===== src/rtl/xbus_arbiter_pkg.sv =====
// xbus_arbiter_pkg
//   Shared definitions for the two-master xbus arbiter: bus field widths,
//   timeout counter width and the arbiter state encoding. The encodings
//   are shared with the core's xbus interface, so they must not change.
package xbus_arbiter_pkg;

  localparam int XBUS_ADDR_W = 32;
  localparam int XBUS_DATA_W = 32;
  localparam int XBUS_BE_W   = 4;
  localparam int ARB_CNT_W   = 8;

  typedef enum logic [1:0] {
    ARB_IDLE = 2'd0,
    ARB_GNT0 = 2'd1,
    ARB_GNT1 = 2'd2
  } arb_state_t;

endpackage


===== src/rtl/xbus_arbiter_if.sv =====
// xbus_arbiter_if
//   Bundles every bus signal around the arbiter: both master request
//   ports and the shared slave port.
//   modport slave  : the arbiter's view (it serves the two masters and
//                    drives the downstream slave port).
//   modport master : the environment's view (masters and downstream slave).
//
// Handshake: mX_as rises with all fields valid and holds them stable until
// the cycle where mX_ack=1; that ack is a single-cycle completion and mX_err
// qualifies it as a timeout. On the slave side s_ack is only meaningful
// while s_as=1, and mX_rdata is only non-zero while mX_ack=1.
interface xbus_arbiter_if;
  import xbus_arbiter_pkg::*;

  logic                   m0_as,    m1_as;
  logic                   m0_we,    m1_we;
  logic [XBUS_BE_W-1:0]   m0_be,    m1_be;
  logic [XBUS_ADDR_W-1:0] m0_addr,  m1_addr;
  logic [XBUS_DATA_W-1:0] m0_wdata, m1_wdata;
  logic [XBUS_DATA_W-1:0] m0_rdata, m1_rdata;
  logic                   m0_ack,   m1_ack;
  logic                   m0_err,   m1_err;

  logic                   s_as;
  logic                   s_we;
  logic [XBUS_BE_W-1:0]   s_be;
  logic [XBUS_ADDR_W-1:0] s_addr;
  logic [XBUS_DATA_W-1:0] s_wdata;
  logic [XBUS_DATA_W-1:0] s_rdata;
  logic                   s_ack;

  modport slave (
    input  m0_as, m0_we, m0_be, m0_addr, m0_wdata,
    input  m1_as, m1_we, m1_be, m1_addr, m1_wdata,
    output m0_rdata, m0_ack, m0_err,
    output m1_rdata, m1_ack, m1_err,
    output s_as, s_we, s_be, s_addr, s_wdata,
    input  s_rdata, s_ack
  );

  modport master (
    output m0_as, m0_we, m0_be, m0_addr, m0_wdata,
    output m1_as, m1_we, m1_be, m1_addr, m1_wdata,
    input  m0_rdata, m0_ack, m0_err,
    input  m1_rdata, m1_ack, m1_err,
    input  s_as, s_we, s_be, s_addr, s_wdata,
    output s_rdata, s_ack
  );

endinterface


===== src/rtl/xbus_arbiter_timer.sv =====
// xbus_arbiter_timer (arbitration timeout timer)
//   8-bit up counter with synchronous clear (priority) and enable.
//   Ports: clk, rst_n (async active-low), clr, en, hit (cnt == TIMEOUT-1).
module xbus_arbiter_timer
  import xbus_arbiter_pkg::*;
#(
  parameter int TIMEOUT = 15
) (
  input  logic clk,
  input  logic rst_n,
  input  logic clr,
  input  logic en,
  output logic hit
);

  localparam logic [ARB_CNT_W-1:0] HIT_VAL = ARB_CNT_W'(TIMEOUT - 1);

  logic [ARB_CNT_W-1:0] cnt;

  always_ff @(posedge clk or negedge rst_n) begin
    if (!rst_n) begin
      cnt <= '0;
    end else if (clr) begin
      cnt <= '0;
    end else if (en) begin
      cnt <= cnt + 1'b1;
    end
  end

  assign hit = (cnt == HIT_VAL);

endmodule


===== src/rtl/xbus_arbiter.sv =====
// xbus_arbiter
//   Round-robin arbiter sharing one xbus slave port between master 0
//   (RV32I core) and master 1 (DMA / debug). Ownership is held until the
//   slave acks, the master aborts, or TIMEOUT cycles pass without an ack,
//   in which case the transfer is completed with ack+err.
//   Ports:
//     clk, rst_n  : clock, asynchronous active-low reset
//     bus         : xbus_arbiter_if.slave (both masters + slave port)
//     dbg_state   : current arbiter state, for observation only
module xbus_arbiter
  import xbus_arbiter_pkg::*;
#(
  parameter int TIMEOUT = 15
) (
  input  logic                 clk,
  input  logic                 rst_n,
  xbus_arbiter_if.slave        bus,
  output arb_state_t           dbg_state
);

  arb_state_t state_q, state_d;
  logic       last_q, last_d;
  logic       cnt_clr, cnt_en, hit;
  logic       owner, req_as, ack_ok, ack_to, abort;

  xbus_arbiter_timer #(.TIMEOUT(TIMEOUT)) u_timer (
    .clk   (clk),
    .rst_n (rst_n),
    .clr   (cnt_clr),
    .en    (cnt_en),
    .hit   (hit)
  );

  // last resets to 1 so that the first simultaneous request goes to m0.
  always_ff @(posedge clk or negedge rst_n) begin
    if (!rst_n) begin
      state_q <= ARB_IDLE;
      last_q  <= 1'b1;
    end else begin
      state_q <= state_d;
      last_q  <= last_d;
    end
  end

  assign dbg_state = state_q;

  always_comb begin
    state_d      = state_q;
    last_d       = last_q;
    cnt_clr      = 1'b0;
    cnt_en       = 1'b0;
    ack_ok       = 1'b0;
    ack_to       = 1'b0;
    abort        = 1'b0;
    owner        = (state_q == ARB_GNT1);
    req_as       = owner ? bus.m1_as : bus.m0_as;
    bus.s_as     = 1'b0;
    bus.s_we     = 1'b0;
    bus.s_be     = '0;
    bus.s_addr   = '0;
    bus.s_wdata  = '0;

    case (state_q)
      ARB_IDLE: begin
        cnt_clr = 1'b1;
        if (bus.m0_as && bus.m1_as) begin
          state_d = last_q ? ARB_GNT0 : ARB_GNT1;
        end else if (bus.m0_as) begin
          state_d = ARB_GNT0;
        end else if (bus.m1_as) begin
          state_d = ARB_GNT1;
        end
      end
      ARB_GNT0, ARB_GNT1: begin
        // Slave port is a straight combinational copy of the owner.
        bus.s_as    = req_as;
        bus.s_we    = owner ? bus.m1_we    : bus.m0_we;
        bus.s_be    = owner ? bus.m1_be    : bus.m0_be;
        bus.s_addr  = owner ? bus.m1_addr  : bus.m0_addr;
        bus.s_wdata = owner ? bus.m1_wdata : bus.m0_wdata;
        // A dropped strobe outranks s_ack (which is ignored without s_as);
        // a real ack outranks a timeout landing in the same cycle.
        if (!req_as) begin
          abort = 1'b1;
        end else if (bus.s_ack) begin
          ack_ok = 1'b1;
        end else if (hit) begin
          ack_to = 1'b1;
        end else begin
          cnt_en = 1'b1;
        end
        if (abort || ack_ok || ack_to) begin
          state_d = ARB_IDLE;
          last_d  = owner;
          cnt_clr = 1'b1;
        end
      end
      default: begin
        state_d = ARB_IDLE;
        cnt_clr = 1'b1;
      end
    endcase

    bus.m0_ack   = (ack_ok || ack_to) && !owner;
    bus.m1_ack   = (ack_ok || ack_to) &&  owner;
    bus.m0_err   = ack_to && !owner;
    bus.m1_err   = ack_to &&  owner;
    bus.m0_rdata = (ack_ok && !owner) ? bus.s_rdata : '0;
    bus.m1_rdata = (ack_ok &&  owner) ? bus.s_rdata : '0;
  end

endmodule


===== src/flat_wrapper.sv =====
// flat-port wrapper written by rule: the top's interface ports become plain ports
module xbus_arbiter_flat import xbus_arbiter_pkg::*;
#(
  parameter int TIMEOUT = 15
)
  (clk, rst_n, dbg_state, bus_m0_as, bus_m0_we, bus_m0_be, bus_m0_addr, bus_m0_wdata, bus_m1_as, bus_m1_we, bus_m1_be, bus_m1_addr, bus_m1_wdata, bus_m0_rdata, bus_m0_ack, bus_m0_err, bus_m1_rdata, bus_m1_ack, bus_m1_err, bus_s_as, bus_s_we, bus_s_be, bus_s_addr, bus_s_wdata, bus_s_rdata, bus_s_ack);
  xbus_arbiter_if bus_i ();
  input  logic clk;
  input  logic rst_n;
  output arb_state_t dbg_state;
  input wire logic [$bits(bus_i.m0_as)-1:0] bus_m0_as;
  input wire logic [$bits(bus_i.m0_we)-1:0] bus_m0_we;
  input wire logic [$bits(bus_i.m0_be)-1:0] bus_m0_be;
  input wire logic [$bits(bus_i.m0_addr)-1:0] bus_m0_addr;
  input wire logic [$bits(bus_i.m0_wdata)-1:0] bus_m0_wdata;
  input wire logic [$bits(bus_i.m1_as)-1:0] bus_m1_as;
  input wire logic [$bits(bus_i.m1_we)-1:0] bus_m1_we;
  input wire logic [$bits(bus_i.m1_be)-1:0] bus_m1_be;
  input wire logic [$bits(bus_i.m1_addr)-1:0] bus_m1_addr;
  input wire logic [$bits(bus_i.m1_wdata)-1:0] bus_m1_wdata;
  output wire logic [$bits(bus_i.m0_rdata)-1:0] bus_m0_rdata;
  output wire logic [$bits(bus_i.m0_ack)-1:0] bus_m0_ack;
  output wire logic [$bits(bus_i.m0_err)-1:0] bus_m0_err;
  output wire logic [$bits(bus_i.m1_rdata)-1:0] bus_m1_rdata;
  output wire logic [$bits(bus_i.m1_ack)-1:0] bus_m1_ack;
  output wire logic [$bits(bus_i.m1_err)-1:0] bus_m1_err;
  output wire logic [$bits(bus_i.s_as)-1:0] bus_s_as;
  output wire logic [$bits(bus_i.s_we)-1:0] bus_s_we;
  output wire logic [$bits(bus_i.s_be)-1:0] bus_s_be;
  output wire logic [$bits(bus_i.s_addr)-1:0] bus_s_addr;
  output wire logic [$bits(bus_i.s_wdata)-1:0] bus_s_wdata;
  input wire logic [$bits(bus_i.s_rdata)-1:0] bus_s_rdata;
  input wire logic [$bits(bus_i.s_ack)-1:0] bus_s_ack;
  assign bus_i.m0_as = bus_m0_as;
  assign bus_i.m0_we = bus_m0_we;
  assign bus_i.m0_be = bus_m0_be;
  assign bus_i.m0_addr = bus_m0_addr;
  assign bus_i.m0_wdata = bus_m0_wdata;
  assign bus_i.m1_as = bus_m1_as;
  assign bus_i.m1_we = bus_m1_we;
  assign bus_i.m1_be = bus_m1_be;
  assign bus_i.m1_addr = bus_m1_addr;
  assign bus_i.m1_wdata = bus_m1_wdata;
  assign bus_m0_rdata = bus_i.m0_rdata;
  assign bus_m0_ack = bus_i.m0_ack;
  assign bus_m0_err = bus_i.m0_err;
  assign bus_m1_rdata = bus_i.m1_rdata;
  assign bus_m1_ack = bus_i.m1_ack;
  assign bus_m1_err = bus_i.m1_err;
  assign bus_s_as = bus_i.s_as;
  assign bus_s_we = bus_i.s_we;
  assign bus_s_be = bus_i.s_be;
  assign bus_s_addr = bus_i.s_addr;
  assign bus_s_wdata = bus_i.s_wdata;
  assign bus_i.s_rdata = bus_s_rdata;
  assign bus_i.s_ack = bus_s_ack;
  xbus_arbiter #(.TIMEOUT(TIMEOUT)) u_core (.clk(clk), .rst_n(rst_n), .bus(bus_i), .dbg_state(dbg_state));
endmodule

===== config.mk =====
export PLATFORM = sky130hd
export DESIGN_NAME = xbus_arbiter_flat
export DESIGN_NICKNAME = d
export VERILOG_FILES = /design/src/rtl/xbus_arbiter_pkg.sv /design/src/rtl/xbus_arbiter_if.sv /design/src/rtl/xbus_arbiter_timer.sv /design/src/rtl/xbus_arbiter.sv /design/src/flat_wrapper.sv
export SDC_FILE = /design/constraint.sdc
export NUM_CORES = 1
export LEC_CHECK = 0
export ABC_AREA = 1
export CAP_MARGIN = 20
export CORE_AREA = 2 2 123 125
export CTS_BUF_LIST = sky130_fd_sc_hd__clkbuf_2
export DETAILED_ROUTE_END_ITERATION = 7
export DIE_AREA = 0 0 125 127
export SYNTH_ARGS = -nofsm -noshare
export SYNTH_HDL_FRONTEND = slang
export SYNTH_HIERARCHICAL = 1
export SYNTH_SLANG_ARGS = --single-unit

===== constraint.sdc =====
create_clock -name clk -period 2.4 [get_ports clk]
set_clock_uncertainty 0.15 [all_clocks]
set_input_delay 0.6 -clock clk [delete_from_list [all_inputs] [get_ports clk]]
set_output_delay 0.6 -clock clk [all_outputs]
set_load 0.1 [all_outputs]

== Word-level counts from Yosys, hierarchy flattened ==
Cells that the tools add are included.

* Mux-type cells: 37
* Reduce and logical (&&, ||, !) cells: 16
* Add/sub/neg operators: 1
* Equal/unequal tests: 5

{| class="wikitable"
|+ Operators by type and width
! kind !! count
|-
| 32-bit 2-to-1 mux || 6
|-
| 1-bit 2-to-1 mux || 21
|-
| 8-bit 2-to-1 mux || 2
|-
| 2-bit 2-to-1 mux || 5
|-
| 8-bit by 1-bit adder with 8-bit output (second input constant) || 1
|-
| 8-bit by 4-bit == test with 1-bit output (second input constant) || 1
|-
| 4-bit 2-to-1 mux || 2
|-
| 1-bit logical AND || 7
|-
| 4-bit by 3-bit inequality test with 1-bit output (second input constant) || 1
|-
| 2-bit case mux with 2 select lines || 1
|-
| 2-bit AND reduction || 2
|-
| 1-bit logical OR || 3
|-
| 2-bit by 1-bit == test with 1-bit output (second input constant) || 1
|-
| 2-bit == test (second input constant) || 1
|-
| 2-bit logical NOT || 1
|-
| 2-bit by 1-bit inequality test with 1-bit output (second input constant) || 1
|-
| 2-bit nonzero test || 1
|-
| 2-bit OR reduction || 1
|-
| 1-bit logical NOT || 1
|}

* Input port bits: 175
* Output and inout bits: 140
* Flip-flop bits (word level): 11

== Logic depth before layout (Yosys ltp) ==
* Depth in word-level cells: 9
* Mapped depth: 14

== Cells and area by module ==
The synthesis kept the hierarchy.

{| class="wikitable"
|+ By module, submodules not included
! module !! cells an instance !! sequential area each (um^2) !! times used !! area each (um^2)
|-
| xbus_arbiter || 378 || 76.3 || 1 || 1704.1
|-
| xbus_arbiter_timer || 59 || 200.2 || 1 || 447.9
|}

== Least setup slack after synthesis ==
OpenSTA, ideal clock, no wires.

* Path kind: register -> output
* From: register u_core.state_q[0] (netlist: u_core/dbg_state[0])
* To: output bus_m0_ack
* Path buffers: 1
* Required time: 1.650 ns
* Cell stages (with the launch flop): 11
* Path slack: -1.911 ns
* Arrival time: 3.561 ns
* Cells stage by stage: dfrtp_1 inv_1 ha_1 buf_6 inv_2 nand2_1 nand2_2 nand2_4 inv_2 o21ai_0 nor2_1

* Longest elaborated chain between the ends: 7
* Elaborated cells between the ends (all ways): 13
* Classes of those cells: 2 x eq/ne; 7 x mux; 4 x reduce/logical

{| class="wikitable"
|+ RTL lines
! element !! RTL line !! text
|-
| start: declaration || xbus_arbiter.sv:21 || <nowiki>arb_state_t state_q, state_d;</nowiki>
|-
| start signal: assignment || xbus_arbiter.sv:40 || <nowiki>state_q <= state_d;</nowiki>
|-
| 2-bit == test (*) || xbus_arbiter.sv:55 || <nowiki>owner = (state_q == ARB_GNT1);</nowiki>
|-
| via u_core.owner || xbus_arbiter.sv:24 || <nowiki>logic owner, req_as, ack_ok, ack_to, abort;</nowiki>
|-
| 1-bit 2-to-1 mux || xbus_arbiter.sv:56 || <nowiki>req_as = owner ? bus.m1_as : bus.m0_as;</nowiki>
|-
| 1-bit 2-to-1 mux || xbus_arbiter.sv:83 || <nowiki>if (!req_as) begin</nowiki>
|-
| 1-bit 2-to-1 mux (2 in series) || xbus_arbiter.sv:63 || <nowiki>case (state_q)</nowiki>
|-
| 1-bit logical OR || xbus_arbiter.sv:104 || <nowiki>bus.m0_ack = (ack_ok || ack_to) && !owner;</nowiki>
|-
| 1-bit logical AND (*) || xbus_arbiter.sv:104 ||
|-
| end: declaration || flat_wrapper.sv:22 || <nowiki>output wire logic [$bits(bus_i.m0_ack)-1:0] bus_m0_ack;</nowiki>
|}

The timed path passes the listed nets; every way through them passes the cells marked *. The select of a mux whose other input is x is not followed.

== Worst setup path after layout ==
* From: input bus_s_ack
* To: output bus_m0_rdata[14]

* Longest elaborated chain between the ends: 6

{| class="wikitable"
|+ RTL lines
! element !! RTL line !! text
|-
| start: declaration || flat_wrapper.sv:33 || <nowiki>input wire logic [$bits(bus_i.s_ack)-1:0] bus_s_ack;</nowiki>
|-
| 1-bit 2-to-1 mux || xbus_arbiter.sv:85 || <nowiki>end else if (bus.s_ack) begin</nowiki>
|-
| 1-bit 2-to-1 mux || xbus_arbiter.sv:83 ||
|-
| 1-bit 2-to-1 mux (2 in series) || xbus_arbiter.sv:63 ||
|-
| 1-bit logical AND || xbus_arbiter.sv:108 || <nowiki>bus.m0_rdata = (ack_ok && !owner) ? bus.s_rdata : '0;</nowiki>
|-
| 32-bit 2-to-1 mux || xbus_arbiter.sv:108 ||
|-
| end: declaration || flat_wrapper.sv:21 || <nowiki>output wire logic [$bits(bus_i.m0_rdata)-1:0] bus_m0_rdata;</nowiki>
|}

No other way between the ends. The select of a mux whose other input is x is not followed.

==> key figures <==
Critical path
  – Largest delay share family, worst path: buffers and inverters
  – Crit path required time: 1.65 ns
  – Critical path buffers and inverters: 5
  – Critical-path cell list: clkdlybuf4s50_1 > inv_2 > nor2_8 > buf_6 > nand2_8 > buf_12 > nor2_4 > buf_12
  – Max FO, Critical Path: 8
  – CP Capture Type: output pin
  – Internal reg-to-reg setup slack: 0.21 ns
  – Critical path's slowest cell: clkdlybuf4s50_1
  – Critical path class: in -> out
  – CP Launch Type: input pin
  – Arrival @ worst endpoint: 2.06 ns
  – Max incr delay on CP: 0.53 ns
  – CP dominant cell by count: buf_12

Route
  – Routed WL: 17.7 mm
  – DRC: 0
  – Via Count: 4360
  – DR pass1 iterations: 5
  – Iter 0 DRT Violations: 156
  – Wire length per cell: 18.2 um
  – Via density: 4.46
  – Remaining antenna violation count: 0

Die
  – Core area: 0.0144 mm^2
  – DIE WIDTH: 125 um
  – Initial Utilization: 14.9%
  – Core Rows: 44
  – Die area: 0.0159 mm^2
  – Top Ports: 315
  – Die Y: 127 um

Logic synthesis
  – Cell taking the most area after synthesis: nor2_1
  – Post-synth net total: 616
  – YS warnings: 6
  – Main flop type after synthesis: dfrtp_1
  – Most common cell in the netlist: nor2_1
  – Post-synth top area share: 37.8%
  – Mapped Cells: 437
  – Sequential area share after synthesis: 12.8%
  – EDFF count, synth: 0
  – Syn Area/Cell: 4.92 um^2
  – Cell Area, Synth: 0.00215 mm^2
  – Synth area leaders: nor2_1 (38%), o21ai_0 (17%), dfrtp_1 (12%), inv_1 (7.7%), nand2_1 (4.7%)
  – Yosys cell types: 22
  – Synthesized flop and latch total: 11
  – Most frequent cells after synthesis: nor2_1 (217), o21ai_0 (71), inv_1 (44)
  – Async SR Flop Fraction: 100%

Clocking
  – Clk Latency, worst-skew pair: 0.26 ns
  – Htree depth: 1
  – CTS clk-pin slew, worst paths: 0.12 ns
  – TritonCTS clock tree: yes
  – Clock buffer depth: 2
  – CTS Buf Count: 3
  – Root buffer cell: clkbuf_2
  – Hold Buf Count CTS: 0
  – Clock sinks: 11

Timing
  – Max-slew violations: 0
  – Final Hold Vio Count: 0
  – Rel. slew slack: 66.7%
  – RSZ-0062 raised after global routing: yes
  – Fmax: 0.356 GHz
  – Worst Slack Setup Final: -0.407 ns
  – Setup TNS: -42.11 ns
  – Final setup vio count: 138
  – Min cycle time layout: 2.81 ns
  – Fin crit share: 117%
  – Worst Tran Pin Value: 0.498 ns

Job
  – Max Cap Violations: 0

Global routing
  – Total global-route track usage: 20.4%
  – GR Overflow Total: 0
  – First-pass GRT wire length: 25.7 mm
  – Antenna violations before repair: 1
  – Largest net degree at the start of global routing: 23
  – Vias in the first global route: 4515

Status
  – Status: finished, violations left
  – Failing checks: negative setup slack

Final layout
  – Layout area overhead: 346%
  – Final instance count without filler cells: 977
  – Share of layout cells above drive strength 1: 63.5%
  – Nets: 972

Placed design
  – Detailed Place HPWL: 12.8 mm
  – # placed instances: 936
  – Gpl congestion: 0.886
  – Port Buffer Count: 314

Worst hold path
  – Min-delay worst type: reg -> reg
-- repair_timing --
| item | in CTS | in global routing |
|---|---|---|
| cloned | 13 | 4 |
| pin swaps | 28 | 33 |
| setup buffers | 14 | 8 |
| hold endpoints to repair | 0 | 0 |
| setup endpoints to repair | 138 | 139 |
| gates resized for setup | 200 | 95 |
-- sequential cells by signal, indices dropped and copies added, names as in the netlist --
register            cells
u_core/dbg_state        2
u_core/u_timer/cnt      8
u_core/last_q           1
-- worst paths after layout --
path	start	end	cells after the start
worst max-delay path	bus_s_ack	bus_m0_rdata[14]	8
worst min-delay path	u_core/last_q	u_core/last_q	2
worst max register to register	u_core/u_timer/cnt[0]	u_core/u_timer/cnt[6]	14
worst min register to register	u_core/last_q	u_core/last_q	2
max in group asynchronous	rst_n	u_core/dbg_state[1]	1
min in group asynchronous	rst_n	u_core/u_timer/cnt[2]	1
-- metrics by stage --
step	hold WS (ns)	setup WS, ns	area (um^2)	utilization [%]
3_5_place_dp	0.325	-0.533	8120	56.3
2_1_floorplan	0.154	-1.07	3240	-
3_3_place_gp	0.314	-0.534	8120	56.3
4_1_cts	0.342	-0.410	9140	63.3
6_report	0.343	-0.407	9600	66.6
5_1_grt	0.379	-0.490	9600	66.6
-- cells by family after synthesis --
logic type | share of synthesized area, %
DFF | 12.8
adders and majority gates | 2.33
AOI/OAI and AO/OA | 18.4
and+or+nand+nor | 49.7
buffers and inverters | 16.7
-- cells in the final DEF, fill, tap and decap left out, drive strengths merged, types with 4 or more instances in the layout --
master           n
nor2           221
buf            204
clkdlybuf4s50  172
o21ai           74
inv             49
nand2           32
dfrtp           10
nand3            8
clkbuf           7
a21oi            5
ha               4
-- worst min-delay path, delay by kind of cell (launching register included) --
| family | cells | cell delay (ns) |
|---|---|---|
| DFF | 1 | 0.39 |
| AOI/OAI and AO/OA | 1 | 0.06 |
| and+or+nand+nor | 1 | 0.05 |
-- cell type report --
| class | instances | area (um^2) |
|---|---|---|
| clock buffers | 4 | 20.0 |
| diodes | 1 | 2.50 |
| flip-flops and latches | 11 | 284 |
| well taps | 184 | 230 |
| inverters | 49 | 199 |
| multi-input cells | 347 | 3210 |
| repair buffers | 381 | 5650 |
| fillers | 1081 | 4820 |
-- per-layer routing --
| layer | up-vias | share of wire [%] | global-route usage [%] |
|---|---|---|---|
| met3 | 36 | 5.5 | 3.06 |
| met5 | - | 0 | 0 |
| met2 | 211 | 55 | 39.8 |
| met1 | 2041 | 37 | 23.6 |
| li1 | 2072 | - | - |
| met4 | 0 | 2.2 | 4.38 |
Power is left out: the tool's default activity adds up to more than one toggle a clock period on the data nets, which glitch-free logic cannot reach.
